<file path="src/rtl/soc_system_sysid_ext.sv">
// System-ID slave with build identity words, a free-running uptime counter with an atomic
// 64-bit snapshot, a scratch register and a control register, behind a pipelined read port.
module soc_system_sysid_ext #(
  parameter logic [31:0] SYSID        = 32'hACD5_CD02,
  parameter logic [31:0] TIMESTAMP    = 32'h53A0_6C30,
  parameter logic [31:0] VERSION      = 32'h0001_0000,
  parameter int unsigned READ_LATENCY = 1,
  parameter int unsigned CNT_W        = 48,
  // Counter value loaded by reset; leave at zero outside of simulation.
  parameter logic [63:0] CNT_PRESET   = 64'd0
) (
  input  logic        clock,
  input  logic        reset,
  input  logic [2:0]  address,
  input  logic        read,
  input  logic        write,
  input  logic [31:0] writedata,
  input  logic [3:0]  byteenable,
  output logic [31:0] readdata,
  output logic        readdatavalid
);

  localparam logic [31:0] Caps = {17'd0, CNT_W[6:0], 4'd0, READ_LATENCY[3:0]};

  logic [CNT_W-1:0] cnt_q, cnt_d;
  logic [63:0]      cnt_ext;
  logic [31:0]      shadow_q, shadow_d;
  logic [31:0]      scratch_q, scratch_d;
  logic             freeze_q, freeze_d;
  logic             rd_acc, wr_ctrl, clr;
  logic [31:0]      rd_mux;

  logic [READ_LATENCY-1:0] vld_q;
  logic [31:0]             dat_q [READ_LATENCY];

  assign cnt_ext = 64'(cnt_q);

  always_comb begin
    rd_acc  = read & ~write;
    wr_ctrl = write & (address == 3'd7) & byteenable[0];
    clr     = wr_ctrl & writedata[0];

    rd_mux = '0;
    unique case (address)
      3'd0: rd_mux = SYSID;
      3'd1: rd_mux = TIMESTAMP;
      3'd2: rd_mux = VERSION;
      3'd3: rd_mux = Caps;
      3'd4: rd_mux = cnt_ext[31:0];
      3'd5: rd_mux = shadow_q;
      3'd6: rd_mux = scratch_q;
      3'd7: rd_mux = {30'd0, freeze_q, 1'b0};
      default: rd_mux = '0;
    endcase

    // The LO read latches the upper half so a later HI read is coherent with it.
    shadow_d = shadow_q;
    if (rd_acc && address == 3'd4) begin
      shadow_d = cnt_ext[63:32];
    end

    scratch_d = scratch_q;
    for (int i = 0; i < 4; i++) begin
      if (write && address == 3'd6 && byteenable[i]) begin
        scratch_d[8*i +: 8] = writedata[8*i +: 8];
      end
    end

    freeze_d = wr_ctrl ? writedata[1] : freeze_q;

    if (clr) begin
      cnt_d = '0;
    end else if (freeze_q) begin
      cnt_d = cnt_q;
    end else begin
      cnt_d = cnt_q + CNT_W'(1);
    end
  end

  always_ff @(posedge clock) begin
    if (reset) begin
      cnt_q     <= CNT_PRESET[CNT_W-1:0];
      shadow_q  <= '0;
      scratch_q <= '0;
      freeze_q  <= 1'b0;
    end else begin
      cnt_q     <= cnt_d;
      shadow_q  <= shadow_d;
      scratch_q <= scratch_d;
      freeze_q  <= freeze_d;
    end
  end

  // Data is zeroed on idle slots so readdata is 0 whenever readdatavalid is low.
  always_ff @(posedge clock) begin
    if (reset) begin
      vld_q <= '0;
      for (int i = 0; i < int'(READ_LATENCY); i++) begin
        dat_q[i] <= '0;
      end
    end else begin
      vld_q[0] <= rd_acc;
      dat_q[0] <= rd_acc ? rd_mux : 32'd0;
      for (int i = 1; i < int'(READ_LATENCY); i++) begin
        vld_q[i] <= vld_q[i-1];
        dat_q[i] <= dat_q[i-1];
      end
    end
  end

  assign readdatavalid = vld_q[READ_LATENCY-1];
  assign readdata      = vld_q[READ_LATENCY-1] ? dat_q[READ_LATENCY-1] : 32'd0;

endmodule

</file>
<file path="config.mk">
export PLATFORM = sky130hd
export DESIGN_NAME = soc_system_sysid_ext
export DESIGN_NICKNAME = d
export VERILOG_FILES = /design/src/rtl/soc_system_sysid_ext.sv
export SDC_FILE = /design/constraint.sdc
export NUM_CORES = 1
export LEC_CHECK = 0
export CAP_MARGIN = 20
export CORE_MARGIN = 5
export CORE_UTILIZATION = 26
export DETAILED_ROUTE_END_ITERATION = 16
export PLACE_DENSITY = 0.52
export SYNTH_ARGS = -nofsm -noshare
export SYNTH_HDL_FRONTEND = slang
export SYNTH_SLANG_ARGS = --single-unit
</file>
<file path="constraint.sdc">
create_clock -name clock -period 2.3 [get_ports clock]
set_input_delay 0.46 -clock clock [delete_from_list [all_inputs] [get_ports clock]]
set_output_delay 0.46 -clock clock [all_outputs]
set_load 0.005 [all_outputs]
</file>
After elaboration in Yosys (flattened, before gate mapping)
Memories as Yosys holds them, arrays and structs flattened.
Cells that the tools add are included.
- eq/ne operators: 7
- $add $sub $neg: 1
- muxes and demuxes: 8
- reduce and logical (&&, ||, !) cells: 9
- bitwise operators: 5
- operator list (kind ; number):
    $pmux 32 s8 ; 1
    $mux 32 ; 3
    $add 48x1->48 const B ; 1
    $reduce_or 32->1 ; 1
    $eq 3x3->1 const B ; 4
    $eq 3x2->1 const B ; 2
    $logic_and 1x1->1 ; 6
    $and 1x1->1 ; 4
    $mux 1 ; 4
    $eq 3x1->1 const B ; 1
    $logic_not 3->1 ; 1
    $reduce_or 2->1 ; 1
    $not 1->1 ; 1
- bits in writable memories: 32
- word-level logic and storage cells: 39
- output and inout port bits: 33
- memories: 1
- flip-flop bits (word level): 98
- memories (name ; words ; width ; rd ports ; clocked after Yosys merged registers in ; wr ports ; RTL line ; text):
    dat_q ; 1 ; 32 ; 1 ; 0 ; 1 ; 34 ; logic [31:0] dat_q [READ_LATENCY];

Depth between registers and ports, before layout
- depth after elaboration: 5
- depth in mapped cells: 7
- mapped depth without buffers: 6

Worst setup path after synthesis
No wires, ideal clock.
- path kind: reg2reg
- start point: reg cnt_q[22]
- end point: reg cnt_q[44]
- period minus slack after synthesis: 1950 ps
- setup time: 70 ps
- arrival time: 1879 ps
- path slack: 350 ps
- stages on the path, launching flop included: 6
- buffers on the path: 0
- cells stage by stage: dfxtp_1 nand4_4 nor4_4 nand4_4 or4_1 a21oi_1
- longest elaborated chain between the ends: 1
- RTL lines (element ; RTL line ; text):
    start, declared ; 25 ; logic [CNT_W-1:0] cnt_q, cnt_d;
    start signal, assigned ; 82 ; cnt_q <= CNT_PRESET[CNT_W-1:0];
    start signal, assigned ; 87 ; cnt_q <= cnt_d;
    $add 48x1->48 ; 76 ; cnt_d = cnt_q + CNT_W'(1);
Every way passes these cells.
A chain may end at the register's enable or synchronous reset.

Worst setup path after layout
- start point: reg vld_q (netlist: readdatavalid)
- end point: out readdata[27]
- longest elaborated chain between the ends: 1
- RTL lines (element ; RTL line ; text):
    start, declared ; 33 ; logic [READ_LATENCY-1:0] vld_q;
    start signal, assigned by index ; 105 ; vld_q[i] <= vld_q[i-1];
    $mux 32 ; 112 ; assign readdata = vld_q[READ_LATENCY-1] ? dat_q[READ_LATENCY-1] : 32'd0;
    end, declared ; 19 ; output logic [31:0] readdata,
Every way passes these cells.

==> flow_summary_export.csv <==
group,metric,value,unit
timing,fin_skew,0.00791,ns
critical_path,cp-end-kind,"output port",
critical_path,r2r_slack,0.24,ns
synthesis,synth_top_area_frac,0.454,
finish,finalNetCount,862,
synthesis,ys.flop_type,"dfxtp_1",
routing,drtPass1Iterations,4,
placed_design,gp_congestion,0.816,
synthesis,synth-seq-cells,130,
routing,vias,5213,
timing,hold_ws,0.302,ns
routing,wl_per_cell,14.9,µm
timing,fin_crit,2.12,ns
timing,setup-violations-final,0,
clocking,clock-sinks,130,
timing,rsz0062_at_grt,"no",
timing,slew_headroom,0.598,
global_routing,antenna_found_initial,0,
critical_path,path_class,"register to output port",
critical_path,crit_path_max_fanout,25,
floorplanning,die_h,158,µm
global_routing,grt_pass1_wl,26.4,mm
synthesis,ys_warn_count,0,
timing,tns,0,ns
clocking,cts_tree,"done",
critical_path,cp-start-kind,"register",
clocking,path_clk_slew,0.06,ns
power_and_ir_drop,ir_drop,473,µV
synthesis,ys_top_cells_by_area,"dfxtp_1 45%, a21oi_1 9.6%, nand2_1 6.6%",
routing,ant_nets,0,
finish,most-common-layout-cells,"129 x dfxtp_1, 110 x a21oi_1, 100 x nand2_1, 74 x clkdlybuf4s50_1, 69 x nor2_1",
global_routing,grt-ovfl-total,0,
floorplanning,core_area,21800,µm²
routing,vias_per_cell,4.70,
finish,diodes,0,
timing,finalHoldViolations,0,
critical_path,r2r-end,"cnt_q[33]",
clocking,cts_buffer_depth,2,
clocking,cts_htree_levels,4,
critical_path,rr_startpoint,"cnt_q[6]",
synthesis,avgSynthCellArea,7.97,µm²
timing,max_freq,471,MHz
power_and_ir_drop,powerDensity,705,nW/µm²
placed_design,hpwl,12.5,mm
synthesis,yosys.area.top_type,"dfxtp_1",
timing,finalCritPeriodShare,0.923,
synthesis,netlist_area,5730,µm²
worst_hold_path,hold_path.class,"primary input to register",
floorplanning,dieWidth,158,µm
routing,wl,16.5,mm
floorplanning,ios,76,
finish,drive_gt1_frac,0.123,
clocking,clock_latency,0.42,ns
placed_design,port_buffers,75,
worst_hold_path,holdCritStartpoint,"reset",
global_routing,grt_max_degree,46,
routing,drt_iter0_drc,280,
clocking,cts_root_buf,"clkbuf_16",
worst_hold_path,holdPathStages,2,
floorplanning,die_area,25100,µm²
synthesis,async_flop_share,0,
synthesis,synth_edf_count,0,
run_status,status,"finished, final reports clean",
power_and_ir_drop,leakage,2.68,nW
synthesis,synthCells,719,
worst_hold_path,holdPathEnd,"scratch_q[5]",
critical_path,critPathArrivalTime,1.66,ns
clocking,numCtsBuffers,17,
critical_path,cp.required,1.84,ns
floorplanning,rows,54,
synthesis,netlist-cell-type-count,37,
critical_path,reg2regPathDepth,7,
floorplanning,initial_core_util,0.263,
global_routing,gr-usage-all-layers,0.133,
finish,final_common_cell,"dfxtp_1",
timing,slew_viol_final,0,
clocking,post-cts-setup-buffer-count,0,
global_routing,grt_pass1_vias,4919,
routing,drc,0,
synthesis,ys_seq_area_frac,0.454,
timing,worst_pin_slew,0.601,ns
synthesis,syn_nets,763,
run,drv_cap,0,
finish,syn_to_final_growth,34.7,%
power breakdown:
part	internal, mW	total (mW)	leakage [nW]	switching (mW)
registers	2.27	2.28	1.05	0.0104
clock network	1.82	2.86	0.297	1.04
logic	0.140	0.298	1.34	0.158
total	4.23	5.44	2.68	1.21
how the worst max path moves through the flow:
| stage | from | end | slack, ns | cells after the start |
|---|---|---|---|---|
| floorplan | cnt_q[22] | cnt_q[44] | 0.35 | 5 |
| global placement | address[0] | dat_q[0][24] | 0.17 | 6 |
| detailed placement | address[0] | cnt_q[43] | 0.15 | 7 |
| CTS | readdatavalid | readdata[27] | 0.01 | 3 |
| global route | readdatavalid | readdata[27] | 0.03 | 3 |
| finish | readdatavalid | readdata[27] | 0.18 | 3 |
state kept, by name (all words and copies together), names as in the netlist:
name           flops
cnt_q             48
shadow_q          16
scratch_q         32
freeze_q           1
dat_q             32
readdatavalid      1
cells by family after synthesis:
group,count (synthesis),synth area share
AO/OA/AOI/OAI,151,0.139
XOR/XNOR,23,0.0352
multiplexers,19,0.0352
buffers and inverters,57,0.0376
AND/OR/NAND/NOR,338,0.297
flip-flops,130,0.454
adder cells (fa/ha/maj),1,0.00218
synthesized netlist by cell type (all sizes together), types with 5 or more instances:
library cell    n
a21oi         110
and2           37
clkbuf         39
dfxtp         130
inv            15
mux2            9
mux2i          10
nand2         100
nand3          53
nand4          21
nor2           70
nor2b           8
nor3            8
nor4            7
o21ai          25
o31ai           5
or3            19
or4             5
xnor2           9
xor2           14
what timing repair did:
action	4_1_cts	5_1_grt
endpoints found under the setup margin	24	24
hold buffers	0	0
resized for setup	1	1
pin swaps	0	0
metal layers:
layer  share of wire  vias to the layer above  global-route usage
met5               0                        -                   0
met4          0.0078                        0              0.0353
met3           0.052                       12              0.0302
met2            0.45                      105               0.207
li1                -                     2687                   -
met1            0.49                     2409               0.185
critical path: stages (launching register included):
cell,delay (ns)
dfxtp_2,0.40
buf_6,0.19
and2_1,0.15
clkdlybuf4s50_1,0.50
final cells by class:
class                      instances  area [µm²]
fill                            2267       14000
sequential                       130        2600
tap                              280         350
inverter                          15        56.3
multi-input combinational        532        2920
clock inverter                    14         204
timing repair buffer             122        1160
clock buffer                      17         425
stage by stage:
step	instance area, µm²	worst slack, ns	utilization	total power, mW	std cells
after global placement	7090	0.171	0.326	2.63	1079
after CTS	7720	0.0139	0.355	5.52	1110
after floorplan	5730	0.350	-	2.46	719
after global routing	7720	0.0337	0.355	5.64	1110
after detailed placement	7090	0.151	0.326	2.63	1079
final	7720	0.176	0.355	5.44	1110
(Power assumes the default switching activity.)
